--- config.mk ---
export PLATFORM = sky130hd
export DESIGN_NAME = uc_booth
export DESIGN_NICKNAME = d
export VERILOG_FILES = /design/src/rtl/uc_booth_pkg.sv /design/src/rtl/uc_booth_contador_iter.sv /design/src/rtl/uc_booth.sv
export SDC_FILE = /design/constraint.sdc
export NUM_CORES = 1
export LEC_CHECK = 0
export ABC_AREA = 1
export CAP_MARGIN = 20
export CORE_MARGIN = 3
export CORE_UTILIZATION = 25
export CTS_CLUSTER_SIZE = 10
export DETAILED_ROUTE_END_ITERATION = 10
export PLACE_DENSITY = 0.56
export SETUP_SLACK_MARGIN = 0.4
export SYNTH_ARGS = -nofsm -noshare
export SYNTH_HDL_FRONTEND = slang
export SYNTH_SLANG_ARGS = --single-unit
--- constraint.sdc ---
create_clock -name clk -period 1.13 [get_ports clk]
set_input_delay 0.226 -clock clk [delete_from_list [all_inputs] [get_ports clk]]
set_output_delay 0.226 -clock clk [all_outputs]
set_load 0.02 [all_outputs]
--- src/rtl/uc_booth_pkg.sv ---
// Shared types and constants for the Booth multiplier control unit.
package uc_booth_pkg;

    localparam int N_BITS_DEF = 3;

    typedef enum logic [2:0] {
        IDLE  = 3'd0,
        INIT  = 3'd1,
        CHECK = 3'd2,
        SHIFT = 3'd3,
        DONE  = 3'd4
    } state_t;

    // Booth decode of {q0, q_menos1}
    localparam logic [1:0] BOOTH_NOP0 = 2'b00;
    localparam logic [1:0] BOOTH_ADD  = 2'b01;
    localparam logic [1:0] BOOTH_SUB  = 2'b10;
    localparam logic [1:0] BOOTH_NOP1 = 2'b11;

endpackage

--- src/rtl/uc_booth_contador_iter.sv ---
// Iteration down counter: synchronous load, decrement enable, flags the last iteration.
module contador_iter #(
    parameter int              W       = 2,
    parameter logic [W-1:0]    RST_VAL = '0
) (
    input  logic         clk,
    input  logic         reset,
    input  logic         carga,
    input  logic         dec,
    input  logic [W-1:0] valor,
    output logic         cero_sig
);

    logic [W-1:0] cuenta;

    // Never wraps below zero; load wins over decrement.
    always_ff @(posedge clk or negedge reset) begin
        if (!reset) begin
            cuenta <= RST_VAL;
        end else if (carga) begin
            cuenta <= valor;
        end else if (dec && (cuenta != '0)) begin
            cuenta <= cuenta - W'(1);
        end
    end

    assign cero_sig = (cuenta == W'(1));

endmodule

--- src/rtl/uc_booth.sv ---
// Control FSM for the signed Booth multiplier datapath (start/fin handshake).
module uc_booth
    import uc_booth_pkg::*;
#(
    parameter int N_BITS = N_BITS_DEF
) (
    input  logic clk,
    input  logic reset,
    input  logic start,
    input  logic q0,
    input  logic q_menos1,
    output logic Carga_A,
    output logic Resta,
    output logic Carga_QM,
    output logic Reset_A,
    output logic Desplaza_AQ,
    output logic ocupado,
    output logic fin
);

    localparam int             CW    = $clog2(N_BITS + 1);
    localparam logic [CW-1:0]  N_VAL = CW'(N_BITS);

    state_t state;
    state_t state_next;
    logic   ultima_iter;

    contador_iter #(
        .W       (CW),
        .RST_VAL (N_VAL)
    ) u_contador (
        .clk      (clk),
        .reset    (reset),
        .carga    (state == INIT),
        .dec      (state == SHIFT),
        .valor    (N_VAL),
        .cero_sig (ultima_iter)
    );

    always_ff @(posedge clk or negedge reset) begin
        if (!reset) begin
            state <= IDLE;
        end else begin
            state <= state_next;
        end
    end

    always_comb begin
        state_next = state;
        unique case (state)
            IDLE:    if (start) state_next = INIT;
            INIT:    state_next = CHECK;
            CHECK:   state_next = SHIFT;
            SHIFT:   state_next = ultima_iter ? DONE : CHECK;
            DONE:    state_next = IDLE;
            default: state_next = IDLE;
        endcase
    end

    // Moore decode, except Carga_A/Resta in CHECK follow the Booth pair.
    always_comb begin
        Carga_A     = 1'b0;
        Resta       = 1'b0;
        Carga_QM    = 1'b0;
        Reset_A     = 1'b0;
        Desplaza_AQ = 1'b0;
        ocupado     = 1'b0;
        fin         = 1'b0;
        unique case (state)
            INIT: begin
                Carga_QM = 1'b1;
                Reset_A  = 1'b1;
                ocupado  = 1'b1;
            end
            CHECK: begin
                ocupado = 1'b1;
                case ({q0, q_menos1})
                    BOOTH_SUB: begin
                        Carga_A = 1'b1;
                        Resta   = 1'b1;
                    end
                    BOOTH_ADD: Carga_A = 1'b1;
                    default: ;
                endcase
            end
            SHIFT: begin
                Desplaza_AQ = 1'b1;
                ocupado     = 1'b1;
            end
            DONE:    fin = 1'b1;
            default: ;
        endcase
    end

endmodule

# Yosys cells after proc, flatten, opt, wreduce, memory -nomap -nowiden
# Index checks and enable logic that the tools add are counted.
# word_totals
elab_cells	30
out_inout_bits	7
input_bits	5
regBits	5
# op_classes
n_eq_ne	8
muxes	13
n_addsub	1
reduce_logical	6
# op_table
operator	count
case mux 3 bit (4 select lines)	1
two-way mux 1 bit	8
== test 3 x 2 -> 1 bit, second input constant	2
two-way mux 3 bit	2
== test 2 x 1 -> 1 bit, second input constant	2
two-way mux 2 bit	2
nonzero test 2 bit	2
== test 3 x 1 -> 1 bit, second input constant	1
== test 3 bit, second input constant	1
zero test 3 bit	1
OR reduction 3 bit	1
== test 2 bit, second input constant	1
!= test 2 bit, second input constant	1
OR reduction 2 bit	1
subtractor 2 x 1 -> 2 bit, second input constant	1
logical AND 1 bit	1

# Longest topological paths before layout
# Gate-level depths: netlist of the first run.
# logic_depth
word_depth	4
ltp_mapped	7
depth_no_buf	7

# Hierarchy
# From an unflattened synthesis of the first run, not the netlist that was laid out.
# unflattened
hier_cells	45
hier_area_um2	327.8
# modules_own_cells
mod	n_inst	cells_per_inst	seq_area_each_um2	area_per_inst_um2
uc_booth	1	25	75.1	185.2
contador_iter	1	20	52.6	142.6

# Worst setup path after synthesis of the first run
# Ideal clock, no wire load.
# synth_path
path_kind	flip-flop to output port
from	register state[1]
to	output port Reset_A
n_path_buf	2
stages_incl_launch_ff	4
required_ns	0.904
setup_slack_ns	-0.393
t_arrival_ns	1.297
path_cell_list	dfrtp_1 buf_6 nor3_1 buf_4
# synth_between
elab_chain_cells	2
# synth_lines
item	line_no	rtl
start: declaration	uc_booth.sv:24	state_t state;
start signal: assignment	uc_booth.sv:44	state <= state_next;
== test 3 x 1 -> 1 bit	n/a	
two-way mux 1 bit	n/a	
end: declaration	uc_booth.sv:15	output logic Reset_A,
# Every way passes these cells.

# Worst setup path after layout of the first run
# layout_path
from	register state[2]
to	output port fin
# layout_between
elab_chain_cells	2
# layout_lines
item	line_no	rtl
== test 3 bit	uc_booth.sv:69	unique case (state)
two-way mux 1 bit	uc_booth.sv:69	
end: declaration	uc_booth.sv:18	output logic fin
# Every way passes these cells.

==> results of run 1 <==
worst max-delay path, stage by stage (launching register included):
cell and delay [ns]:
dfrtp_2 0.43, inv_2 0.08, buf_4 0.14, nor3_2 0.09
buf_4 0.16
where the power goes:
group	total, µW	internal [µW]	switching, µW	leakage (µW)
clock network	199	133	66.2	0.0000150
registers	387	289	98.4	0.0000544
logic	1370	684	683	0.000274
total	1950	1110	848	0.000344
kinds of logic after synthesis:
logic type | share of synthesized area (%)
AOI/OAI and AO/OA | 2.20
DFF | 37.4
and+or+nand+nor | 30.8
buffers and inverters | 18.7
adders and majority gates | 11.0
worst paths after layout:
path / startpoint / to / cells past startpoint
setup reg to reg: u_contador.cuenta[0]$_DFFE_PN1P_ / u_contador.cuenta[1]$_DFFE_PN1P_ / 7
hold / removal: reset / state[0]$_DFFE_PN0P_ / 1
max in group asynchronous: reset / u_contador.cuenta[0]$_DFFE_PN1P_ / 1
hold reg to reg: u_contador.cuenta[0]$_DFFE_PN1P_ / u_contador.cuenta[0]$_DFFE_PN1P_ / 4
setup / recovery: state[2]$_DFFE_PN0P_ / fin / 4
min in group clk: start / state[0]$_DFFE_PN0P_ / 3
registers in the layout, indices dropped and copies added, names as in the netlist:
register / count
state: 3
u_contador.cuenta: 2
layout by cell type, fill, tap and decap left out, drive strengths merged:
| cell | n |
|---|---|
| buf | 19 |
| inv | 12 |
| nand2 | 10 |
| nor2 | 6 |
| nand3 | 5 |
| clkbuf | 4 |
| ha | 3 |
| dfrtp | 3 |
| dlygate4sd2 | 2 |
| clkdlybuf4s50 | 2 |
| dfstp | 2 |
| nor3 | 2 |
| o21a | 1 |
timing repair:
item,in CTS,in global routing
buffers inserted,2,1
setup endpoints to repair,12,12
pin swaps,9,10
gates resized for setup,51,8
area by class of cell:
| cell class | instances | share of cell area (%) |
|---|---|---|
| Tap cell | 14 | 2.57 |
| Clock buffer | 4 | 3.86 |
| Inverter | 12 | 7.35 |
| Sequential cell | 5 | 19.1 |
| Multi-Input combinational cell | 27 | 35.1 |
| Timing Repair Buffer | 23 | 32.0 |
metrics by stage:
step                hold slack [ns]  instance area [µm²]  setup slack (ns)  std cells  utilization (%)
floorplan                   -0.0696                  395           -0.0612         46                -
global placement              0.458                  568            -0.768         78             47.9
detailed placement            0.457                  568            -0.781         78             47.9
CTS                           0.198                  644            -0.228         84             54.3
global route                  0.187                  681            -0.281         85             57.4
finish                        0.199                  681            -0.230         85             57.4
per-layer routing:
layer	wire [µm]	vias to the layer above	track usage, %
met5	0	-	0
met1	343	159	12.6
li1	-	184	-
met3	29	2	2.54
met4	23	0	9.04
met2	441	8	15.9
==> results.rst, run 1 <==
.. list-table::
   :header-rows: 1

   * - Metric
     - Value
   * - Primary flip-flop cell chosen by synthesis mapping
     - dfrtp_1
   * - Distinct cells, synth
     - 14
   * - Final Hold Viols
     - 0
   * - Critical path launch point type
     - flip-flop
   * - Synthesis-stage register bit count
     - 5
   * - Total negative slack for setup checks
     - -1.48 ns
   * - Max frequency
     - 736 MHz
   * - Static Leak
     - 0.000344 µW
   * - Period minus WS final
     - 1.36 ns
   * - Post-CTS Hold Buffers
     - 0
   * - Dominant cells by area after synthesis
     - dfrtp_1 (22%), dfstp_2 (15%), ha_1 (11%)
   * - Post-Synthesis Net Count
     - 54
   * - Number of synthesized flops with an enable pin
     - 0
   * - Worst slew pin tran
     - 0.206 ns
   * - Number of buffers created by CTS
     - 3
   * - Final total power
     - 1950 µW
   * - Vias post-DR
     - 353
   * - Antenna cell count
     - 0
   * - Sequential fraction of the synthesis area
     - 37.4%
   * - Area fraction of the dominant cell type after synthesis
     - 22.0%
   * - Final WS setup
     - -0.230 ns
   * - Period utilization
     - 120%
   * - Overflow left after global routing
     - 0
   * - Clock tree from TritonCTS
     - done
   * - DPL Wire Length
     - 608 µm
   * - Number of setup violations in the final report
     - 9
   * - Clock Root Buffer
     - clkbuf_4
   * - Buffers on Ports
     - 11
   * - Cell count after synthesis
     - 46
   * - Layout cells sized above 1
     - 66.2%
   * - Clock sink total
     - 5
   * - Number of nets at the end of the flow
     - 80
   * - VDD IR-drop max
     - 0.00142 V
   * - Number of routed nets with antenna violations
     - 0
   * - Number of warnings printed during yosys synthesis
     - 0
   * - Number of placement rows
     - 12
   * - Normalized max-slew margin
     - 86.2%
   * - Area grow syn2layout
     - 99.3%
   * - Clock edge transition at the registers on the reported setup and hold paths
     - 0.04 ns
   * - Detailed router's first-iteration violation count
     - 1
   * - Number of iterations in the first detailed-routing pass
     - 3
   * - Number of DRC violations after detailed routing
     - 0
   * - Routability Congestion
     - 0.697
   * - Unrepaired setup endpoints after global routing
     - true
   * - Kind of path behind the tightest hold check
     - in -> async
   * - I/O pin count
     - 12
   * - Core area
     - 1190 µm²
   * - Fin. max-slew vios
     - 0
   * - Mean number of vias per cell
     - 4.15
   * - Violations in the final reports
     - setup timing
   * - Number of global-route vias before repair
     - 358
   * - H-tree levels
     - 1
   * - Area taken by multi-input logic gates
     - 239 µm²
   * - Footprint of the flip-flops and latches
     - 130 µm²
   * - Category of the worst setup path capture point
     - primary output
   * - Data required time at the worst endpoint
     - 0.90 ns
   * - Largest net degree at the start of global routing
     - 6
   * - Antenna violations before repair
     - 0
   * - Mapped cell area
     - 342 µm²
   * - Share of async-settable or async-resettable flops after synthesis
     - 100%
   * - Data arrival at the endpoint of the critical path
     - 1.13 ns
   * - Die Height
     - 43.0 µm
   * - Power per cell area
     - 2870 nW/µm²
   * - Wire length of the first global-routing pass
     - 1440 µm
   * - Register-to-register setup slack
     - -0.04 ns
   * - Result of the run
     - finished with violations
   * - Setup clock skew after layout
     - 0.00185 ns
   * - Max Root-Sink Buffers
     - 2
   * - Average cell area after synthesis
     - 7.43 µm²
   * - Number of inserted filler cells in the final layout
     - 102
   * - Clock Latency Late Sink
     - 0.24 ns
   * - Start-to-end type of the worst setup path
     - reg -> out
   * - Area of the die
     - 1850 µm²
   * - Total wirelength of the detailed-routed design
     - 837 µm
   * - Crit Path Max Fanout
     - 4
   * - Top post-synthesis cells by count
     - inv_1 (10), nand2_1 (10), nand3_1 (5)
   * - Die span in x
     - 43.0 µm
   * - Average wire per cell in the routed design
     - 9.85 µm
   * - Biggest area consumer among synthesized cells
     - dfrtp_1
   * - Gr usage total
     - 10.6%
   * - Starting Density
     - 28.8%
   * - Max Cap Violations
     - 0
No activity file was read; power rests on OpenSTA's default activity.
==> run 2: changes to the inputs <==
--- a/config.mk
+++ b/config.mk
@@ -7,11 +7,11 @@
 export LEC_CHECK = 0
 export ABC_AREA = 1
 export CAP_MARGIN = 20
-export CORE_MARGIN = 3
-export CORE_UTILIZATION = 25
+export CORE_AREA = 3 3 40 42
 export CTS_CLUSTER_SIZE = 10
 export DETAILED_ROUTE_END_ITERATION = 10
-export PLACE_DENSITY = 0.56
+export DIE_AREA = 0 0 43 45
+export PLACE_DENSITY = 0.57
 export SETUP_SLACK_MARGIN = 0.4
 export SYNTH_ARGS = -nofsm -noshare
 export SYNTH_HDL_FRONTEND = slang
==> run 2 against run 1 <==
The run still ends with setup timing left; count of clock-buffer cells in the layout is the same; sequential power shrank 2%; final cell count grew 5.9%; first-iteration DRC count grew to 3.0 times the previous value; worst hold slack gained 0.018 ns; final area grew 9.0%; core utilization grew 0.36 points; fmax shrank 0.24%; clock skew is essentially flat; global-route usage grew 0.30 points; sequential share of layout area shrank 1.6 points.
==> results.rst, run 2 (synthesis gave the netlist of run 1 again) <==
.. list-table::
   :header-rows: 1

   * - Metric
     - Value
   * - Final total power
     - 2190 µW (+12%)
   * - Layout cells sized above 1
     - 69.3% (+3.1 points)
   * - Top Registers
     - state: 3 flops, u_contador.cuenta: 2 flops
   * - Power per cell area
     - 2960 nW/µm² (+3.1%)
   * - Number of iterations in the first detailed-routing pass
     - 4 (+1)
   * - Die Height
     - 45 µm (+4.7%)
   * - Number of placement rows
     - 13 (+1)
   * - Clock Latency Late Sink
     - 0.23 ns (about the same)
   * - Period utilization
     - 121% (+0.29 points)
   * - Max frequency
     - 734 MHz (-0.24%)
   * - Largest incremental delay on the critical path
     - 0.44 ns (about the same)
   * - Vias post-DR
     - 379 (+7.4%)
   * - Detailed router's first-iteration violation count
     - 3 (+2)
   * - Gr usage total
     - 11.0% (+0.30 points)
   * - I/O pin count
     - 12 (unchanged)
   * - Clock sink total
     - 5 (unchanged)
   * - Antenna violations before repair
     - 0 (unchanged)
   * - Wire length of the first global-routing pass
     - 1550 µm (+7.7%)
   * - Post-placement worst setup slack
     - -0.776 ns (+0.00482 ns)
   * - Total wirelength of the detailed-routed design
     - 985 µm (+18%)
   * - Overflow left after global routing
     - 0 (unchanged)
   * - Fin. max-slew vios
     - 0 (unchanged)
   * - Clock Root Buffer
     - clkbuf_4
   * - Start-to-end type of the worst setup path
     - reg -> out
   * - Max Cap Violations
     - 0 (unchanged)
   * - Final Hold Viols
     - 0 (unchanged)
   * - Static Leak
     - 0.000377 µW (+9.8%)
   * - CP Launch Point
     - state[2]$_DFFE_PN0P_
   * - Critical path launch point type
     - flip-flop
   * - Area of all placed cells without fillers
     - 742 µm² (+9.0%)
   * - Core area
     - 1280 µm² (+8.3%)
   * - Largest register FFs
     - 3 (unchanged)
   * - Average wire per cell in the routed design
     - 10.9 µm (+11%)
   * - Data arrival at the endpoint of the critical path
     - 1.14 ns (about the same)
   * - Number of buffers created by CTS
     - 3 (unchanged)
   * - Register with the most flip-flops
     - state
   * - Buffers on Ports
     - 11 (unchanged)
   * - Number of inserted filler cells in the final layout
     - 110 (+7.8%)
   * - Number of global-route vias before repair
     - 395 (+10%)
   * - DPL Wire Length
     - 634 µm (+4.3%)
   * - Most frequent cells in the layout
     - buf_6 (12), buf_4 (11), nand2_1 (7)
   * - Clock tree from TritonCTS
     - done
   * - Number of setup violations in the final report
     - 8 (-1)
   * - Cell area after placement
     - 584 µm² (+2.9%)
   * - Kind of path behind the tightest hold check
     - in -> async
   * - Area of the die
     - 1940 µm² (+4.8%)
   * - H-tree levels
     - 1 (unchanged)
   * - Largest net degree at the start of global routing
     - 6 (unchanged)
   * - Unrepaired setup endpoints after global routing
     - true
   * - Result of the run
     - finished with violations
   * - Starting Density
     - 26.6% (-2.2 points)
   * - Crit Path Max Fanout
     - 4 (unchanged)
   * - Clock edge transition at the registers on the reported setup and hold paths
     - 0.04 ns (about the same)
   * - Max Root-Sink Buffers
     - 2 (unchanged)
   * - Number of nets at the end of the flow
     - 84 (+5.0%)
   * - Startpoint of the lowest-slack register-to-register path
     - u_contador.cuenta[0]$_DFFE_PN1P_
   * - Setup clock skew after layout
     - 0.00150 ns (-0.000350 ns)
   * - Commonest non-fill, non-tap cell in the layout
     - buf_6
   * - Die span in x
     - 43 µm (about the same)
   * - Category of the worst setup path capture point
     - primary output
   * - Antenna cell count
     - 0 (unchanged)
   * - VDD IR-drop max
     - 0.00169 V (+18%)
   * - Number of routed nets with antenna violations
     - 0 (unchanged)
   * - CP max stage cell
     - dfrtp_2
   * - Worst hold slack after final layout
     - 0.217 ns (+0.0175 ns)
   * - Routability Congestion
     - 0.706 (+1.4%)
   * - Cell Chain, Critical Path
     - inv_2, buf_4, nor3_4, buf_6
   * - Number of DRC violations after detailed routing
     - 0 (unchanged)
   * - Data required time at the worst endpoint
     - 0.90 ns (about the same)
   * - Violations in the final reports
     - setup timing
   * - Final WS setup
     - -0.233 ns (-0.00324 ns)
   * - Normalized max-slew margin
     - 85.1% (-1.1 points)
   * - Area grow syn2layout
     - 117%
   * - Worst slew pin tran
     - 0.223 ns (+0.0169 ns)
   * - Period minus WS final
     - 1.36 ns (+0.00324 ns)
   * - Mean number of vias per cell
     - 4.21 (+1.4%)
[run 2: final cells by class]
cell class	instances	area [µm²]	area share, %
Clock buffer	4	26.3	3.54
Inverter	12	50.0	6.75
Multi-Input combinational cell	27	258	34.7
Sequential cell	5	130	17.5
Tap cell	15	18.8	2.53
Timing Repair Buffer	27	259	34.9
[run 2: timing repair]
action / in CTS / in global routing
cloned: 0 / 0
setup endpoints to repair: 12 / 12
hold buffers: 0 / 0
resized for setup: 51 / 15
pin swaps: 9 / 5
buffers inserted: 4 / 1
[run 2: per-layer routing]
layer	track usage, %	share of wire [%]	vias to the layer above
met1	9.76	38	178
li1	-	-	193
met2	22.5	59	8
met5	0	0	-
met4	5.42	0	0
met3	2.79	2.5	0
[run 2: final timing paths]
check                                                         to  slack [ns]  cells past startpoint
worst max-delay path                                         fin       -0.23                      4
worst min-delay path                        state[0]$_DFFE_PN0P_        0.22                      1
worst max register to register  u_contador.cuenta[1]$_DFFE_PN1P_       -0.01                      7
worst min register to register  u_contador.cuenta[0]$_DFFE_PN1P_        0.60                      4
max in group asynchronous       u_contador.cuenta[0]$_DFFE_PN1P_        0.66                      1
min in group clk                            state[0]$_DFFE_PN0P_        0.58                      3
[run 2: report_power, final]
| group | internal [µW] | switching, µW | leakage, µW |
|---|---|---|---|
| combinational | 824 | 799 | 0.000308 |
| clock | 133 | 58.9 | 0.0000150 |
| sequential | 289 | 91.0 | 0.0000544 |
| total | 1250 | 949 | 0.000377 |
[run 2: worst max-delay path: cells and delay by family (launching register included)]
kind	cells	cell delay, ns
DFF	1	0.44
buffers and inverters	3	0.36
and+or+nand+nor	1	0.11
[run 2: stage by stage]
stage	setup TNS, ns	cells	utilization [%]
CTS	-1.41	89	53.2
floorplan	-0.142	46	-
detailed placement	-3.48	81	45.5
global route	-1.87	90	57.7
finish	-1.38	90	57.7
global placement	-3.46	81	45.5
